===== config.mk =====
export PLATFORM = sky130hd
export DESIGN_NAME = ro_cnt_ctrl
export DESIGN_NICKNAME = d
export VERILOG_FILES = /design/src/rtl/ro_cnt_ctrl.sv
export SDC_FILE = /design/constraint.sdc
export NUM_CORES = 1
export LEC_CHECK = 0
export BUFFER_PORTS_ARGS = -buffer_cell sky130_fd_sc_hd__clkbuf_2
export CORE_MARGIN = 2
export CORE_UTILIZATION = 64
export DETAILED_ROUTE_END_ITERATION = 7
export HOLD_SLACK_MARGIN = 0.15
export PLACE_DENSITY = 0.86
export SETUP_SLACK_MARGIN = 0.4
export SYNTH_ARGS = -nofsm -noshare
export SYNTH_HDL_FRONTEND = slang
export SYNTH_SLANG_ARGS = --single-unit
export TNS_END_PERCENT = 100

===== constraint.sdc =====
create_clock -name clk -period 4.5 [get_ports clk]
set_input_delay 0.9 -clock clk [delete_from_list [all_inputs] [get_ports clk]]
set_output_delay 0.9 -clock clk [all_outputs]
set_load 0.02 [all_outputs]

===== src/rtl/ro_cnt_ctrl.sv =====
// Measurement-window controller for one ring-oscillator pair of the RO PUF.
// While roen is held high it runs a settle period and then a fixed counting
// window. During the window it counts synchronized edge ticks from RO A and
// RO B. On the edge that enters DONE it publishes a one-bit response and a
// tie flag. counter_ctrl_state == 2'b11 tells the sequencer the bit is ready.
module ro_cnt_ctrl #(
  parameter int WINDOW = 1024,
  parameter int SETTLE = 4,
  parameter int CNT_W  = 16
) (
  input  logic             clk,
  input  logic             rst,
  input  logic             roen,
  input  logic             ro_a_tick,
  input  logic             ro_b_tick,
  output logic [1:0]       counter_ctrl_state,
  output logic             resp_bit,
  output logic             resp_tie,
  output logic [CNT_W-1:0] cnt_a,
  output logic [CNT_W-1:0] cnt_b
);

  typedef enum logic [1:0] {
    S_IDLE   = 2'b00,
    S_SETTLE = 2'b01,
    S_COUNT  = 2'b10,
    S_DONE   = 2'b11
  } state_t;

  // Terminal values of the shared settle/window counter (it counts from 0).
  localparam logic [15:0] SET_LAST = 16'(SETTLE - 1);
  localparam logic [15:0] WIN_LAST = 16'(WINDOW - 1);

  state_t           state;
  logic [15:0]      tcnt;
  logic [CNT_W-1:0] cnt_a_nxt;
  logic [CNT_W-1:0] cnt_b_nxt;

  // Saturating increment: holds at all-ones instead of wrapping to zero.
  function automatic logic [CNT_W-1:0] sat_inc(input logic [CNT_W-1:0] v,
                                               input logic             en);
    logic [CNT_W-1:0] r;
    r = v;
    if (en && (v != {CNT_W{1'b1}})) r = v + 1'b1;
    return r;
  endfunction

  // Counts as they will stand after this cycle if the tick is accepted; the
  // response compare uses these so a tick in the last window cycle is included.
  always_comb begin
    cnt_a_nxt = sat_inc(cnt_a, ro_a_tick);
    cnt_b_nxt = sat_inc(cnt_b, ro_b_tick);
  end

  assign counter_ctrl_state = state;

  // Measurement FSM with registered counts and response.
  always_ff @(posedge clk) begin
    if (rst) begin
      state    <= S_IDLE;
      tcnt     <= '0;
      cnt_a    <= '0;
      cnt_b    <= '0;
      resp_bit <= 1'b0;
      resp_tie <= 1'b0;
    end else begin
      case (state)
        S_IDLE: begin
          if (roen) begin
            state <= S_SETTLE;
            tcnt  <= '0;
            cnt_a <= '0;
            cnt_b <= '0;
          end
        end
        S_SETTLE: begin
          // Ticks are ignored here so the oscillators can stabilise.
          if (!roen) begin
            state <= S_IDLE;
          end else if (tcnt == SET_LAST) begin
            state <= S_COUNT;
            tcnt  <= '0;
          end else begin
            tcnt <= tcnt + 16'd1;
          end
        end
        S_COUNT: begin
          // An abort freezes the counts as they were; no compare is made.
          if (!roen) begin
            state <= S_IDLE;
          end else begin
            cnt_a <= cnt_a_nxt;
            cnt_b <= cnt_b_nxt;
            if (tcnt == WIN_LAST) begin
              state    <= S_DONE;
              tcnt     <= '0;
              resp_bit <= (cnt_a_nxt > cnt_b_nxt);
              resp_tie <= (cnt_a_nxt == cnt_b_nxt);
            end else begin
              tcnt <= tcnt + 16'd1;
            end
          end
        end
        S_DONE: begin
          if (!roen) state <= S_IDLE;
        end
        default: state <= S_IDLE;
      endcase
    end
  end

endmodule


==> results of run 1 <==
report_power, final:
part / internal [mW] / switching (mW)
sequential: 0.463 / 0.00547
combinational: 0.0265 / 0.0630
clock: 0.114 / 0.177
total: 0.603 / 0.245
tightest hold or removal path, cell delays in order (launching register included):
cell,delay (ns)
dfxtp_1,0.35
mux2i_1,0.07
nor2_1,0.07
layer usage:
layer,wire [um],GRT usage
met1,3920,0.372
met2,4620,0.511
met3,585,0.0566
met4,267,0.128
met5,0,0
state kept, by name, summed over array words and instances, names as in the netlist:
name,count
cnt_a,16
cnt_b,16
counter_ctrl_state,2
resp_bit,1
resp_tie,1
tcnt,16
worst paths after layout:
kind         startpoint        to  slack [ns]  depth (start not counted)
max            cnt_b[0]  resp_bit        1.15                         11
min            resp_tie  resp_tie        0.52                          2
max reg2reg    cnt_b[0]  resp_bit        1.15                         11
min reg2reg    resp_tie  resp_tie        0.52                          2
final cells by class:
type                    count  area (sq um)
clock buffers               5          68.8
clock inverters             3          26.3
fillers                   452          1550
inverters                  12          45.0
multi-input cells         351          2470
flip-flops and latches     52          1040
well taps                  72          90.1
repair buffers             41           208
cell usage in the layout (no fill, tap or decap), types with 16 or more instances in the layout:
cell | netlist | layout
dfxtp_1 | 52 | 52
clkbuf_2 | 0 | 40
nand2_1 | 30 | 30
xnor2_1 | 26 | 26
nor3_1 | 25 | 25
o21ai_0 | 24 | 24
ha_1 | 24 | 24
and3_1 | 19 | 19
nor2_1 | 19 | 19
xor2_1 | 17 | 17
a31oi_1 | 17 | 17
a21oi_1 | 16 | 16
logic make-up after synthesis:
| kind of cell | after synthesis | share of synthesized area |
|---|---|---|
| and+or+nand+nor | 170 | 0.262 |
| AOI/OAI and AO/OA | 111 | 0.220 |
| DFF | 52 | 0.284 |
| xor gates and xnor gates | 43 | 0.103 |
| buffers and inverters | 33 | 0.0400 |
| adders and majority gates | 24 | 0.0820 |
| muxes | 3 | 0.00820 |
==> implementation parameters, run 1 <==
Parameter                              Value

GRT
  Vias in the first global route    3310
  Antenna violations before repair    0
  Global-route wire length before repair    15.3 mm
  Pin count of the biggest net entering global routing    43
  Overall global routing resource usage    0.301
  Congestion Overflow GR    0

Power and ir drop
  Total power divided by cell area    215 nW/um^2
  Leakage    1.50 nW
  Total Power Consumption    0.849 mW
  VDD IR-drop max    0.157 mV

Logic synthesis
  Number of enable-type register cells in the synthesized netlist    0
  Synthesized netlist cell count    436
  Top cell type's share of synthesized area    0.284
  Cell types with the highest counts after synthesis    dfxtp_1, nand2_1, xnor2_1
  Number of storage elements in the synthesis netlist    52
  Unique cell type count in the Yosys netlist    62
  Most common flop cell mapped by yosys    dfxtp_1
  Synth area leader    dfxtp_1
  Sequential cell area fraction in the yosys report    0.284
  Synthesis Warnings    0
  Post-Synthesis Net Count    465
  FFs w/ async S/R, synth    0
  Dominant cells by area after synthesis    dfxtp_1, ha_1, xnor2_1, xor2_1, nor3_1
  Netlist area before placement    3660 sq um
  Avg Synthesized Cell Area    8.40 sq um
  Count leader, synth    dfxtp_1

Floorplanning
  Initial core utilization    0.665
  # IOs    41
  Core box area    5510 sq um
  Die outline area    6340 sq um
  Width of the chip    79.6 um
  Height of the chip    79.6 um
  Std-Cell Rows    27

Critical path
  Worst Setup End Kind    register
  Worst EP arrival    3.54 ns
  Critical path startpoint category    register
  Setup Crit Path Kind    reg -> reg
  Crit-path max cell delay    0.52 ns
  Cell with the largest stage delay on the worst path    a2111oi_0
  Buf/Inv on CP    0
  Max FO, Critical Path    6
  Critical-path cell list    ha_1 -> and3_1 -> nand4_1 -> nand4_1 -> xor2_1 -> ha_1 -> and3_1 -> o21ai_0 -> o21ai_0 -> a2111oi_0 -> o41ai_1
  Required time of the critical path    4.69 ns
  Kind of cell with the highest combined delay on the critical path    simple AND/OR/NAND/NOR gates

Cells and area
  Final net count    492
  Area overhead of the layout relative to synthesis    7.96%
  Area of all placed cells without fillers    3950 sq um
  Post-route non-filler standard cell count    536
  Proportion of layout cells with a drive suffix above 1    0.140
  Number of antenna diodes    0
  Final standard cell utilization of the core    0.718

Placement
  Routability congestion estimate    0.962
  Dpl cells    528
  Sum of net half-perimeters after detailed placement    6.71 mm
  Placed instance area    3860 sq um
  Post-placement setup slack    1.05 ns
  Buffers added on ports    40

STA
  Hold Fails Final Rpt    0
  Timing-limited maximum frequency    0.298 GHz
  Worst-Margin Slew    0.864 ns
  Worst hold slack across all endpoints    0.520 ns
  Minimum clock period after layout    3.35 ns
  Relative slew slack    0.422
  Setup repair after global routing missed its margin    no
  Setup-violating endpoint count in the final report    0
  Final Skew    0.0114 ns
  Total Neg Setup Slack    0 ns
  Number of pins exceeding their max-slew limit in the final report    0
  Final Cycle Share    0.745
  Post-layout worst setup margin    1.15 ns

Clock network
  Clk slew on worst S/H paths    0.11 ns
  Number of CTS-inserted buffers    5
  Post-CTS resize count    0
  Root buf cell    clkbuf_8
  Count of hold buffers inserted by post-cts repair    0
  TritonCTS sink count    52
  Insertion delay of the later-clocked pin in the worst-skew pair    0.32 ns
  Maximum level of the CTS H-tree    2
  TritonCTS clock tree    yes
  Post-CTS setup-driven buffer insertion count    0
  Largest buffer count on any clock path    2

Flow run
  Total of max-cap violations    0

Route
  Violation count after the first detailed-routing iteration    272
  Detailed-route vias per instance    6.71
  Routed vias    3595
  Sum of routed wire length over all layers    9.39 mm
  Number of remaining DRC errors    0
  Average wire per standard cell    17.5 um
  Remaining antenna violation count after routing    0
  Drt pass-1 iters    5

Outcome
  Outcome    finished clean

Min path
  Hold/Removal Path Class    reg -> reg
Power figures use the tool's default switching activity.
==> run 2: changes to the inputs <==
--- a/config.mk
+++ b/config.mk
@@ -7,10 +7,10 @@
 export LEC_CHECK = 0
 export BUFFER_PORTS_ARGS = -buffer_cell sky130_fd_sc_hd__clkbuf_2
 export CORE_MARGIN = 2
-export CORE_UTILIZATION = 64
+export CORE_UTILIZATION = 59
 export DETAILED_ROUTE_END_ITERATION = 7
 export HOLD_SLACK_MARGIN = 0.15
-export PLACE_DENSITY = 0.86
+export PLACE_DENSITY = 0.8
 export SETUP_SLACK_MARGIN = 0.4
 export SYNTH_ARGS = -nofsm -noshare
 export SYNTH_HDL_FRONTEND = slang
==> constraint.sdc (replaced) <==
create_clock -name clk -period 3.25 [get_ports clk]
set_input_delay 0.65 -clock clk [delete_from_list [all_inputs] [get_ports clk]]
set_output_delay 0.65 -clock clk [all_outputs]
set_load 0.02 [all_outputs]
==> run 2 against run 1 <==
Effect of this change:
- non-clock buffer count is 19 higher
- flip-flop and latch count did not move
- critical path depth unchanged
- die area rose by 8.0%
- final cell count is 4.3% higher
- cell area up 8.8%
- clock power increased by 40%
- clock skew rose by 0.0068 ns
- via count up 1.8%
- sequential power up 37%
- core utilization up 0.43 points
- largest power group unchanged
- highest routed layer unchanged
==> implementation parameters, run 2 (synthesis gave the netlist of run 1 again) <==
Parameter                              Value

Outcome
  Outcome    finished clean

Power and ir drop
  Power share of the clock group    0.345
  Combinational share of power    0.112
  VDD IR-drop max    0.207 mV
  Total power divided by cell area    275 nW/um^2
  Reg power frac    0.543
  Switching power as a share of total power    0.279
  Leakage    1.62 nW
  P_int    0.854 mW
  Net switching power figure    0.331 mW

Cells and area
  Proportion of layout cells with a drive suffix above 1    0.277
  Most frequent cells in the layout    clkbuf_2, nand2_1, dfxtp_1
  Post-route non-filler standard cell count    559
  Final standard cell utilization of the core    0.722
  Top flop regs    cnt_a x16, cnt_b x16, tcnt x16
  Number of antenna diodes    0
  Area overhead of the layout relative to synthesis    17.5%
  Most common cell after layout, fill and taps aside    clkbuf_2
  Final net count    512

STA
  Setup-violating endpoint count in the final report    0
  Worst hold slack across all endpoints    0.502 ns
  Number of pins exceeding their max-slew limit in the final report    0
  Minimum clock period after layout    2.82 ns
  Worst-Margin Slew    0.813 ns
  Final Skew    0.0181 ns
  Setup repair after global routing missed its margin    yes
  Hold Fails Final Rpt    0
  Total Neg Setup Slack    0 ns
  Final Cycle Share    0.869
  Relative slew slack    0.456
  Timing-limited maximum frequency    0.354 GHz

Clock network
  Largest buffer count on any clock path    2
  Clk slew on worst S/H paths    0.11 ns
  Root buf cell    clkbuf_8
  Count of hold buffers inserted by post-cts repair    0
  TritonCTS sink count    52
  Insertion delay of the later-clocked pin in the worst-skew pair    0.32 ns
  Maximum level of the CTS H-tree    2
  TritonCTS clock tree    yes
  Number of CTS-inserted buffers    5

Critical path
  Worst Setup End Kind    register
  Worst EP arrival    3.04 ns
  Critical path startpoint category    register
  Kind of cell with the highest combined delay on the critical path    compound AO/OA/AOI/OAI gates
  R2r startpoint    cnt_b[1]
  Start point of the critical path    cnt_b[1]
  Setup Crit Path Kind    reg -> reg
  Critical-path cell list    ha_4 -> nand4_4 -> a311oi_4 -> nand3_2 -> xor2_1 -> ha_1 -> a21o_1 -> a21oi_2 -> o21ai_1 -> a2111oi_2 -> o41ai_1
  Cell with the largest stage delay on the worst path    a311oi_4
  Buf/Inv on CP    0
  Required time of the critical path    3.47 ns
  Max FO, Critical Path    5
  Crit-path max cell delay    0.41 ns

Route
  Routed vias    3658
  Average wire per standard cell    17.9 um
  Violation count after the first detailed-routing iteration    312
  Remaining antenna violation count after routing    0
  Drt pass-1 iters    5
  Sum of routed wire length over all layers    10.0 mm
  Number of remaining DRC errors    0
  Detailed-route vias per instance    6.54

Floorplanning
  # IOs    41
  Width of the chip    82.8 um
  Core box area    5960 sq um
  Initial core utilization    0.615
  Height of the chip    82.8 um
  Die outline area    6850 sq um
  Std-Cell Rows    28

GRT
  Vias in the first global route    3216
  Global-route wire length before repair    15.1 mm
  Congestion Overflow GR    0
  Antenna violations before repair    0
  Pin count of the biggest net entering global routing    33
  Overall global routing resource usage    0.286

Min path
  HP Start    cnt_a[9]
  Hold/Removal Path Class    reg -> reg

Placement
  Routability congestion estimate    0.923
  Dpl cells    544
  Buffers added on ports    40
  Sum of net half-perimeters after detailed placement    6.88 mm

Flow run
  Total of max-cap violations    0
## run 2: cell types whose count changed in the layout (fill, tap and decap cells not counted), sizes merged
cell    delta
buf       +19
a21boi     +1
clkbuf     +1
clkinv     -1
## run 2: final cells by class
type                       count  area (sq um)
clock buffer                   6          82.6
clock inverter                 2          13.8
fill                         443          1660
inverter                      12          45.0
multi-input combinational    352          2630
sequential                    52          1080
tap                           75          93.8
timing repair buffer          60           350
## run 2: final timing paths
check,slack [ns],to,cells after the start
min,0.50,cnt_a[9],1
max,0.43,resp_bit,11
max reg2reg,0.43,resp_bit,11
min reg2reg,0.50,cnt_a[9],1
## run 2: routing by layer
layer | wire, um | track usage
met4 | 257 | 0.0951
met5 | 0 | 0
met3 | 698 | 0.0444
met1 | 4140 | 0.358
met2 | 4930 | 0.501
## run 2: what timing repair did
action,CTS,global route
gates cloned,0,1
pin swaps,4,15
resized for setup,10,58
setup endpoints to repair,1,2
setup buffers,2,4
## run 2: stage by stage
stage / total power, mW / setup WS (ns) / instance area (sq um)
floorplan: 0.754 / 0.414 / 3670
global placement: 0.786 / 0.235 / 3960
detailed placement: 0.790 / 0.141 / 3960
CTS: 1.19 / 0.417 / 4100
global route: 1.22 / 0.331 / 4300
finish: 1.18 / 0.427 / 4300
## run 2: power by group through the flow
stage | registers, mW | clock network (mW) | logic [mW]
floorplan | 0.665 | 0 | 0.0896
global placement | 0.663 | 0 | 0.123
detailed placement | 0.664 | 0 | 0.127
CTS | 0.649 | 0.414 | 0.129
global route | 0.645 | 0.430 | 0.146
finish | 0.643 | 0.408 | 0.133
